--- src/rtl/uart_rx_oversampled.sv ---
// 8N1 UART receiver with internal oversampling tick, mid-cell sampling and valid/ready output.
// Define UART_RX_PARITY_EN to add a parity bit (even by default, odd with PARITY_ODD=1).

module uart_rx_oversampled #(
    parameter int CLOCK_FREQ   = 50000000,
    parameter int BAUD_RATE    = 9600,
    parameter int OVERSAMPLING = 16
`ifdef UART_RX_PARITY_EN
    ,
    parameter bit PARITY_ODD   = 1'b0
`endif
) (
    input  logic       clk,
    input  logic       rst_n,
    input  logic       rx,
    output logic [7:0] rx_data,
    output logic       rx_valid,
    input  logic       rx_ready,
    output logic       busy,
    output logic       frame_err,
    output logic       overrun,
    output logic       parity_err
);

    // state  | meaning
    // IDLE   | waiting for a tick-qualified falling edge on rx_s
    // START  | counting to mid start bit, rejecting glitches
    // DATA   | sampling 8 data bits, LSB first
    // PARITY | sampling the parity bit (parity build only)
    // STOP   | sampling the stop bit, then delivering or discarding the byte

    localparam int DIV   = CLOCK_FREQ / (BAUD_RATE * OVERSAMPLING);
    localparam int DIV_W = (DIV > 1) ? $clog2(DIV) : 1;
    localparam int OS_W  = $clog2(OVERSAMPLING);

    localparam logic [DIV_W-1:0] DIV_LAST = DIV_W'(DIV - 1);
    localparam logic [OS_W-1:0]  OS_LAST  = OS_W'(OVERSAMPLING - 1);
    localparam logic [OS_W-1:0]  OS_MID   = OS_W'(OVERSAMPLING / 2 - 1);

    typedef enum logic [2:0] {
        S_IDLE   = 3'd0,
        S_START  = 3'd1,
        S_DATA   = 3'd2,
        S_PARITY = 3'd3,
        S_STOP   = 3'd4
    } state_t;

    state_t            state_q, state_d;
    logic              rx_meta_q, rx_s_q;
    logic [DIV_W-1:0]  div_cnt_q, div_cnt_d;
    logic              tick;
    logic              prev_s_q, prev_s_d;
    logic [OS_W-1:0]   os_cnt_q, os_cnt_d;
    logic [2:0]        bit_cnt_q, bit_cnt_d;
    logic [7:0]        shift_q, shift_d;
    logic              stop_sample;
    logic              parity_bad;
    logic              byte_ok;
    logic [7:0]        rx_data_q, rx_data_d;
    logic              rx_valid_q, rx_valid_d;
    logic              frame_err_q, frame_err_d;
    logic              overrun_q, overrun_d;

    // Two-flop synchroniser; resets to the idle line level
    always_ff @(posedge clk or negedge rst_n) begin
        if (!rst_n) begin
            rx_meta_q <= 1'b1;
            rx_s_q    <= 1'b1;
        end else begin
            rx_meta_q <= rx;
            rx_s_q    <= rx_meta_q;
        end
    end

    assign tick = (div_cnt_q == DIV_LAST);

    always_comb begin
        div_cnt_d = tick ? '0 : div_cnt_q + 1'b1;
        // prev_s tracks the line on every tick so a held-low line after a frame error never retriggers
        prev_s_d  = tick ? rx_s_q : prev_s_q;
    end

    // State register
    always_ff @(posedge clk or negedge rst_n) begin
        if (!rst_n) begin
            state_q <= S_IDLE;
        end else begin
            state_q <= state_d;
        end
    end

    // Next-state logic
    always_comb begin
        state_d = state_q;
        if (tick) begin
            case (state_q)
                S_IDLE: begin
                    if (!rx_s_q && prev_s_q) begin
                        state_d = S_START;
                    end
                end
                S_START: begin
                    if (os_cnt_q == OS_MID) begin
                        state_d = rx_s_q ? S_IDLE : S_DATA;
                    end
                end
                S_DATA: begin
                    if (os_cnt_q == OS_LAST && bit_cnt_q == 3'd7) begin
`ifdef UART_RX_PARITY_EN
                        state_d = S_PARITY;
`else
                        state_d = S_STOP;
`endif
                    end
                end
`ifdef UART_RX_PARITY_EN
                S_PARITY: begin
                    if (os_cnt_q == OS_LAST) begin
                        state_d = S_STOP;
                    end
                end
`endif
                S_STOP: begin
                    if (os_cnt_q == OS_LAST) begin
                        state_d = S_IDLE;
                    end
                end
                default: state_d = S_IDLE;
            endcase
        end
    end

    // Output logic
    always_comb begin
        busy = (state_q != S_IDLE);
    end

`ifdef UART_RX_PARITY_EN
    logic par_bit_q, par_bit_d;
    logic parity_err_q, parity_err_d;
`endif

    always_comb begin
        os_cnt_d    = os_cnt_q;
        bit_cnt_d   = bit_cnt_q;
        shift_d     = shift_q;
        stop_sample = 1'b0;
`ifdef UART_RX_PARITY_EN
        par_bit_d   = par_bit_q;
`endif
        if (tick) begin
            case (state_q)
                S_IDLE: begin
                    os_cnt_d = '0;
                end
                S_START: begin
                    if (os_cnt_q == OS_MID) begin
                        os_cnt_d  = '0;
                        bit_cnt_d = 3'd0;
                    end else begin
                        os_cnt_d = os_cnt_q + 1'b1;
                    end
                end
                S_DATA: begin
                    if (os_cnt_q == OS_LAST) begin
                        shift_d   = {rx_s_q, shift_q[7:1]};
                        os_cnt_d  = '0;
                        bit_cnt_d = bit_cnt_q + 3'd1;
                    end else begin
                        os_cnt_d = os_cnt_q + 1'b1;
                    end
                end
`ifdef UART_RX_PARITY_EN
                S_PARITY: begin
                    if (os_cnt_q == OS_LAST) begin
                        par_bit_d = rx_s_q;
                        os_cnt_d  = '0;
                    end else begin
                        os_cnt_d = os_cnt_q + 1'b1;
                    end
                end
`endif
                S_STOP: begin
                    if (os_cnt_q == OS_LAST) begin
                        stop_sample = 1'b1;
                        os_cnt_d    = '0;
                    end else begin
                        os_cnt_d = os_cnt_q + 1'b1;
                    end
                end
                default: os_cnt_d = '0;
            endcase
        end
    end

`ifdef UART_RX_PARITY_EN
    assign parity_bad = ((^shift_q) ^ par_bit_q) != PARITY_ODD;
`else
    assign parity_bad = 1'b0;
`endif

    // Byte delivery and handshake; a same-cycle accept frees the slot for the new byte
    always_comb begin
        byte_ok     = stop_sample && rx_s_q && !parity_bad;
        rx_data_d   = rx_data_q;
        rx_valid_d  = rx_valid_q && !rx_ready;
        overrun_d   = 1'b0;
        frame_err_d = stop_sample && !rx_s_q;
        if (byte_ok) begin
            if (!rx_valid_q || rx_ready) begin
                rx_data_d  = shift_q;
                rx_valid_d = 1'b1;
            end else begin
                overrun_d = 1'b1;
            end
        end
`ifdef UART_RX_PARITY_EN
        parity_err_d = stop_sample && parity_bad;
`endif
    end

    always_ff @(posedge clk or negedge rst_n) begin
        if (!rst_n) begin
            div_cnt_q   <= '0;
            prev_s_q    <= 1'b1;
            os_cnt_q    <= '0;
            bit_cnt_q   <= 3'd0;
            shift_q     <= 8'h00;
            rx_data_q   <= 8'h00;
            rx_valid_q  <= 1'b0;
            frame_err_q <= 1'b0;
            overrun_q   <= 1'b0;
        end else begin
            div_cnt_q   <= div_cnt_d;
            prev_s_q    <= prev_s_d;
            os_cnt_q    <= os_cnt_d;
            bit_cnt_q   <= bit_cnt_d;
            shift_q     <= shift_d;
            rx_data_q   <= rx_data_d;
            rx_valid_q  <= rx_valid_d;
            frame_err_q <= frame_err_d;
            overrun_q   <= overrun_d;
        end
    end

`ifdef UART_RX_PARITY_EN
    always_ff @(posedge clk or negedge rst_n) begin
        if (!rst_n) begin
            par_bit_q    <= 1'b0;
            parity_err_q <= 1'b0;
        end else begin
            par_bit_q    <= par_bit_d;
            parity_err_q <= parity_err_d;
        end
    end

    assign parity_err = parity_err_q;
`else
    assign parity_err = 1'b0;
`endif

    assign rx_data   = rx_data_q;
    assign rx_valid  = rx_valid_q;
    assign frame_err = frame_err_q;
    assign overrun   = overrun_q;

endmodule

--- config.mk ---
export PLATFORM = sky130hd
export DESIGN_NAME = uart_rx_oversampled
export DESIGN_NICKNAME = d
export VERILOG_FILES = /design/src/rtl/uart_rx_oversampled.sv
export SDC_FILE = /design/constraint.sdc
export NUM_CORES = 1
export LEC_CHECK = 0
export ABC_CLOCK_PERIOD_IN_PS = 2500
export BUFFER_PORTS_ARGS = -buffer_cell sky130_fd_sc_hd__buf_2
export CAP_MARGIN = 20
export CORE_MARGIN = 2
export CORE_UTILIZATION = 35
export CTS_BUF_LIST = sky130_fd_sc_hd__clkbuf_4 sky130_fd_sc_hd__clkbuf_8 sky130_fd_sc_hd__clkbuf_16
export DETAILED_ROUTE_END_ITERATION = 8
export PLACE_DENSITY = 0.59
export SYNTH_ARGS = -nofsm -noshare
export SYNTH_HDL_FRONTEND = slang
export SYNTH_SLANG_ARGS = --single-unit
--- constraint.sdc ---
create_clock -name clk -period 2.5 [get_ports clk]
set_clock_uncertainty 0.15 [all_clocks]
set_input_delay 0.125 -clock clk [delete_from_list [all_inputs] [get_ports clk]]
set_output_delay 0.125 -clock clk [all_outputs]
set_load 0.05 [all_outputs]
# Word level (Yosys, flattened, before mapping)
# Cells that the tools add are included.
[classes]
addsub = 3
n_eq_ne = 12
n_mux = 20
n_reduce_logical = 17
[ops]
columns = ["operator", "n"]
rows = [
  ["$mux 3", 6],
  ["$pmux 3 s4", 1],
  ["$ne 2x2->1 const B", 5],
  ["$add 9x1->9 const B", 1],
  ["$eq 9x9->1 const B", 1],
  ["$mux 9", 1],
  ["$mux 4", 2],
  ["$pmux 4 s2", 1],
  ["$mux 1", 7],
  ["$eq 3x3->1 const B", 2],
  ["$pmux 3 s2", 1],
  ["$logic_and 1x1->1", 5],
  ["$reduce_and 5->1", 1],
  ["$add 4x1->4 const B", 1],
  ["$eq 4x3->1 const B", 1],
  ["$eq 4x4->1 const B", 1],
  ["$reduce_and 4->1", 1],
  ["$add 3x1->3 const B", 1],
  ["$eq 3x1->1 const B", 1],
  ["$eq 3x2->1 const B", 1],
  ["$logic_not 1->1", 3],
  ["$logic_not 3->1", 1],
  ["$reduce_and 3->1", 1],
  ["$reduce_bool 3->1", 1],
  ["other kinds (5)", 5],
]
[word_totals]
regBits = 41
input_bits = 4
output_inout_bits = 13
elab_cells = 64

# Longest topological paths before layout
[logic_depth]
word_depth = 6
mapped_depth = 7
mapped_depth_nobuf = 6

# Worst setup path before layout
# Ideal clock, no wire load.
[synth_timing]
kind = "flip-flop to flip-flop"
startpoint = "register div_cnt_q[0]"
endpoint = "register rx_data_q[0] (netlist: rx_data[0])"
setup_ps = 125
t_arrival_ps = 1741
slack_ps = 484
stages_incl_launch_ff = 7
path_cell_list = "dfrtp_1 > inv_1 > ha_1 > and4bb_2 > nand2_4 > nor4b_4 > mux2_2"
[synth_between]
elab_chain_len = 4
[synth_rtl]
columns = ["element", "line_no", "rtl"]
rows = [
  ["start: declaration", "50", "logic [DIV_W-1:0] div_cnt_q, div_cnt_d;"],
  ["start signal: assignment", "234", "div_cnt_q <= div_cnt_d;"],
  ["$eq 9x9->1", "75", "assign tick = (div_cnt_q == DIV_LAST);"],
  ["$mux 1", "151", "if (tick) begin"],
  ["$logic_and 1x1->1", "204", "byte_ok = stop_sample && rx_s_q && !parity_bad;"],
  ["$reduce_and 2->1 (no source line)", "n/a", ""],
  ["end signal: assignment", "239", "rx_data_q <= rx_data_d;"],
  ["end: declaration", "59", "logic [7:0] rx_data_q, rx_data_d;"],
]
# Every way passes these cells.
# A chain may end at the register's enable or synchronous reset.

# Final worst setup path
[layout_timing]
startpoint = "register div_cnt_q[0]"
endpoint = "register rx_data_q[6] (netlist: rx_data[6])"
# Same word-level chain as after synthesis.

==> results.cfg <==
[clock_tree]
numCtsBuffers = 5
ctsHoldBuffers = 2
cts-root-buf = clkbuf_8
tritoncts = built
clock_insertion_delay_worst_skew_ns = 0.29
clock-sinks = 41
ctsHtreeMaxLevel = 2
clkTransAtPathRegs_ns = 0.08
cts_repair_resize_count = 0
post_cts_setup_driven_buffer_insertion_count = 0
clockBufferDepth = 2

[placed_design]
gpl_congestion = 0.797
place.detailed.hpwl_um = 2350
port_buffers = 15

[pwr]
leakagePower_nw = 1.07
switching_share_pct = 22.3
power_per_unit_of_standard_cell_area_nw_per_um2 = 521
seqPwrFrac_pct = 60.1
comb_power_share_pct = 1.9
netSwitchingPower_mw = 0.247
peakVddDrop_uv = 382
clock_power_share_pct = 38.0
power_report.internal_total_mw = 0.862

[sta]
max_freq_ghz = 0.443
tmin_final_ns = 2.26
rsz0062_at_grt = false
timing_hold_violations_final = 0
finalMaxSlewViolations = 0
slew-limit-headroom_pct = 39.4
timing_worst_slew_pin_value_ns = 0.910
setup_tns_ns = 0
period_share_pct = 90.3
finalSetupViolCount = 0

[layout]
area_growth_syn_to_fin_pct = 13.6
num_antenna_cells = 0
fin_util_pct = 41.4
layout-drive-gt1-share_pct = 28.0
num-nets-final = 190

[drt]
drt_drc_violations_left = 0
drtAntennaViolNets = 0
detail_route.first_pass.iterations = 4
first_iter_violations = 65
detailroute.via_count = 1219
detail_route.wl_per_cell_um = 13.3
drt-total-wl_um = 3360
vias_per_cell = 4.84

[die]
dieWidth_um = 77.2
pin_count = 17
core_outline_area_sq_um = 5140
die_area_sq_um = 5960
num_rows = 26
initial_utilization_pct = 36.5
die_height_um = 77.2

[worst_setup_path]
crit-reg2reg-launch = div_cnt_q[0]
start_kind = register
timing.critical_path.required_ns = 2.52
worst-endpoint-arrival_ns = 2.28
r2r.worst_path.cells = 6
endpoint_kind = register
timing_worst_setup_path_type = reg -> reg
worstPathMaxFanout = 14
worst_r2r_endpoint = rx_data[6]
worst-r2r-setup-slack_ns = 0.24

[grt]
overflow_left_after_global_routing = 0
globalRouteTotalUtil_pct = 12.5
maximum_number_of_pins_on_one_net_before_global_route_repair = 42
via_count_of_the_first_global_routing_pass = 1252
global_route_wire_length_before_repair_um = 5880
grt_antenna_before_repair = 0

[min_path]
worst_hold_path_type = in -> reg
hold_depth = 3
timing.hold.worst.start = rx_ready
timing.hold.worst_endpoint = overrun

[logic_synthesis]
dominantRegCellSynth = dfrtp_1
netlist.area_leader.share_pct = 50.7
netlist_top_cells_area = dfrtp_1 51%, mux2_2 10%, dfstp_2 4.2%, ha_1 3.3%, nand3_1 2.9%
synthesis.instances = 161
synth_enable_flop_cells = 0
async_reset_ff_share_pct = 100
synthDominantAreaCellType = dfrtp_1
postSynthRegisterBits = 41
synth.distinct_cells = 35
share_of_synthesized_area_occupied_by_flip_flops_and_latches_pct = 54.9
synthesized_cell_area_sq_um = 1870
syn_area_per_cell_sq_um = 11.6
synth_most_common_cell = dfrtp_1
syn_nets = 170
leading_post_synthesis_cells_by_instance_count = 38 x dfrtp_1, 17 x mux2_2, 13 x nand2_1, 11 x nand3_1, 10 x nor2_1
synth_warnings = 0

[run_status]
outcome = finished, final reports clean

[job]
drv_cap = 0
==> worst max-delay path by stage <==
stage	start	end	slack [ns]	cells past startpoint
after floorplan	div_cnt_q[0]	rx_data[0]	0.48	6
after global placement	div_cnt_q[0]	rx_data[0]	0.29	6
after detailed placement	div_cnt_q[0]	rx_data[0]	0.22	6
after CTS	div_cnt_q[0]	rx_data[6]	0.21	6
after global routing	div_cnt_q[0]	rx_data[0]	0.13	6
final	div_cnt_q[0]	rx_data[6]	0.24	6
==> layer usage <==
| metal | up-vias | global-route usage, % | wire length (um) |
|---|---|---|---|
| li1 | 604 | - | - |
| met4 | 0 | 5.18 | 11 |
| met3 | 2 | 3.76 | 157 |
| met2 | 32 | 19.5 | 1630 |
| met5 | - | 0 | 0 |
| met1 | 581 | 16.2 | 1570 |
==> metrics by stage <==
stage                     hold slack (ns)  cell area, sq um  std cells  setup WS [ns]  power (mW)
after global routing               0.0165              2130        252          0.129        1.17
after global placement             0.0829              2020        242          0.291       0.699
after floorplan                    -0.321              1870        161          0.484       0.685
after detailed placement           0.0816              2020        242          0.217       0.700
final                              0.0138              2130        252          0.243        1.11
after CTS                         0.00544              2130        252          0.212        1.13
==> sequential cells by signal (all words and copies together) (netlist names) <==
signal,cells
frame_err,1
os_cnt_q,4
div_cnt_q,9
state_q,3
rx_s_q,1
rx_data,8
rx_meta_q,1
shift_q,8
overrun,1
bit_cnt_q,3
prev_s_q,1
rx_valid,1
==> layout by cell type (no fill, tap or decap), types with 5 or more instances in the layout <==
cell and count:
a21oi_1 5, o21ai_0 9, dfrtp_1 38, ha_1 5
clkbuf_8 5, nand3_1 11, nand2_1 13, buf_2 15
mux2_2 17, nor2_1 10
==> power by group through the flow <==
stage	Sequential, mW	Combinational (mW)	Clock (mW)
final	0.667	0.0211	0.422
after global routing	0.668	0.0245	0.481
after CTS	0.667	0.0221	0.439
after detailed placement	0.680	0.0197	0
after global placement	0.680	0.0190	0
after floorplan	0.680	0.00523	0
==> logic make-up (layout without fill, tap and decap cells) <==
kind of cell             Yosys count  after routing  synth area share [%]
multiplexers                      17             17                  10.2
XOR/XNOR                           8              8                  3.74
adder cells (fa/ha/maj)            5              5                  3.34
buffers and inverters             10             31                  2.60
flip-flops                        41             41                  54.9
other                              1              1                 0.200
AO/OA/AOI/OAI                     22             22                  7.14
AND/OR/NAND/NOR                   57             57                  17.8
==> critical path: stages, from the launching register on <==
cell	delay [ns]
dfrtp_1	0.41
inv_1	0.07
ha_1	0.13
and4bb_2	0.28
nand2_4	0.13
nor4b_4	0.57
mux2_2	0.40
==> area by class of cell <==
cell class | instances | area (sq um)
fill | 514 | 3010
sequential | 41 | 1030
multi-input combinational | 110 | 796
timing repair buffer | 20 | 118
tap | 70 | 87.6
clock buffer | 5 | 68.8
clock inverter | 3 | 17.5
inverter | 3 | 11.3
Power figures use the tool's default switching activity.
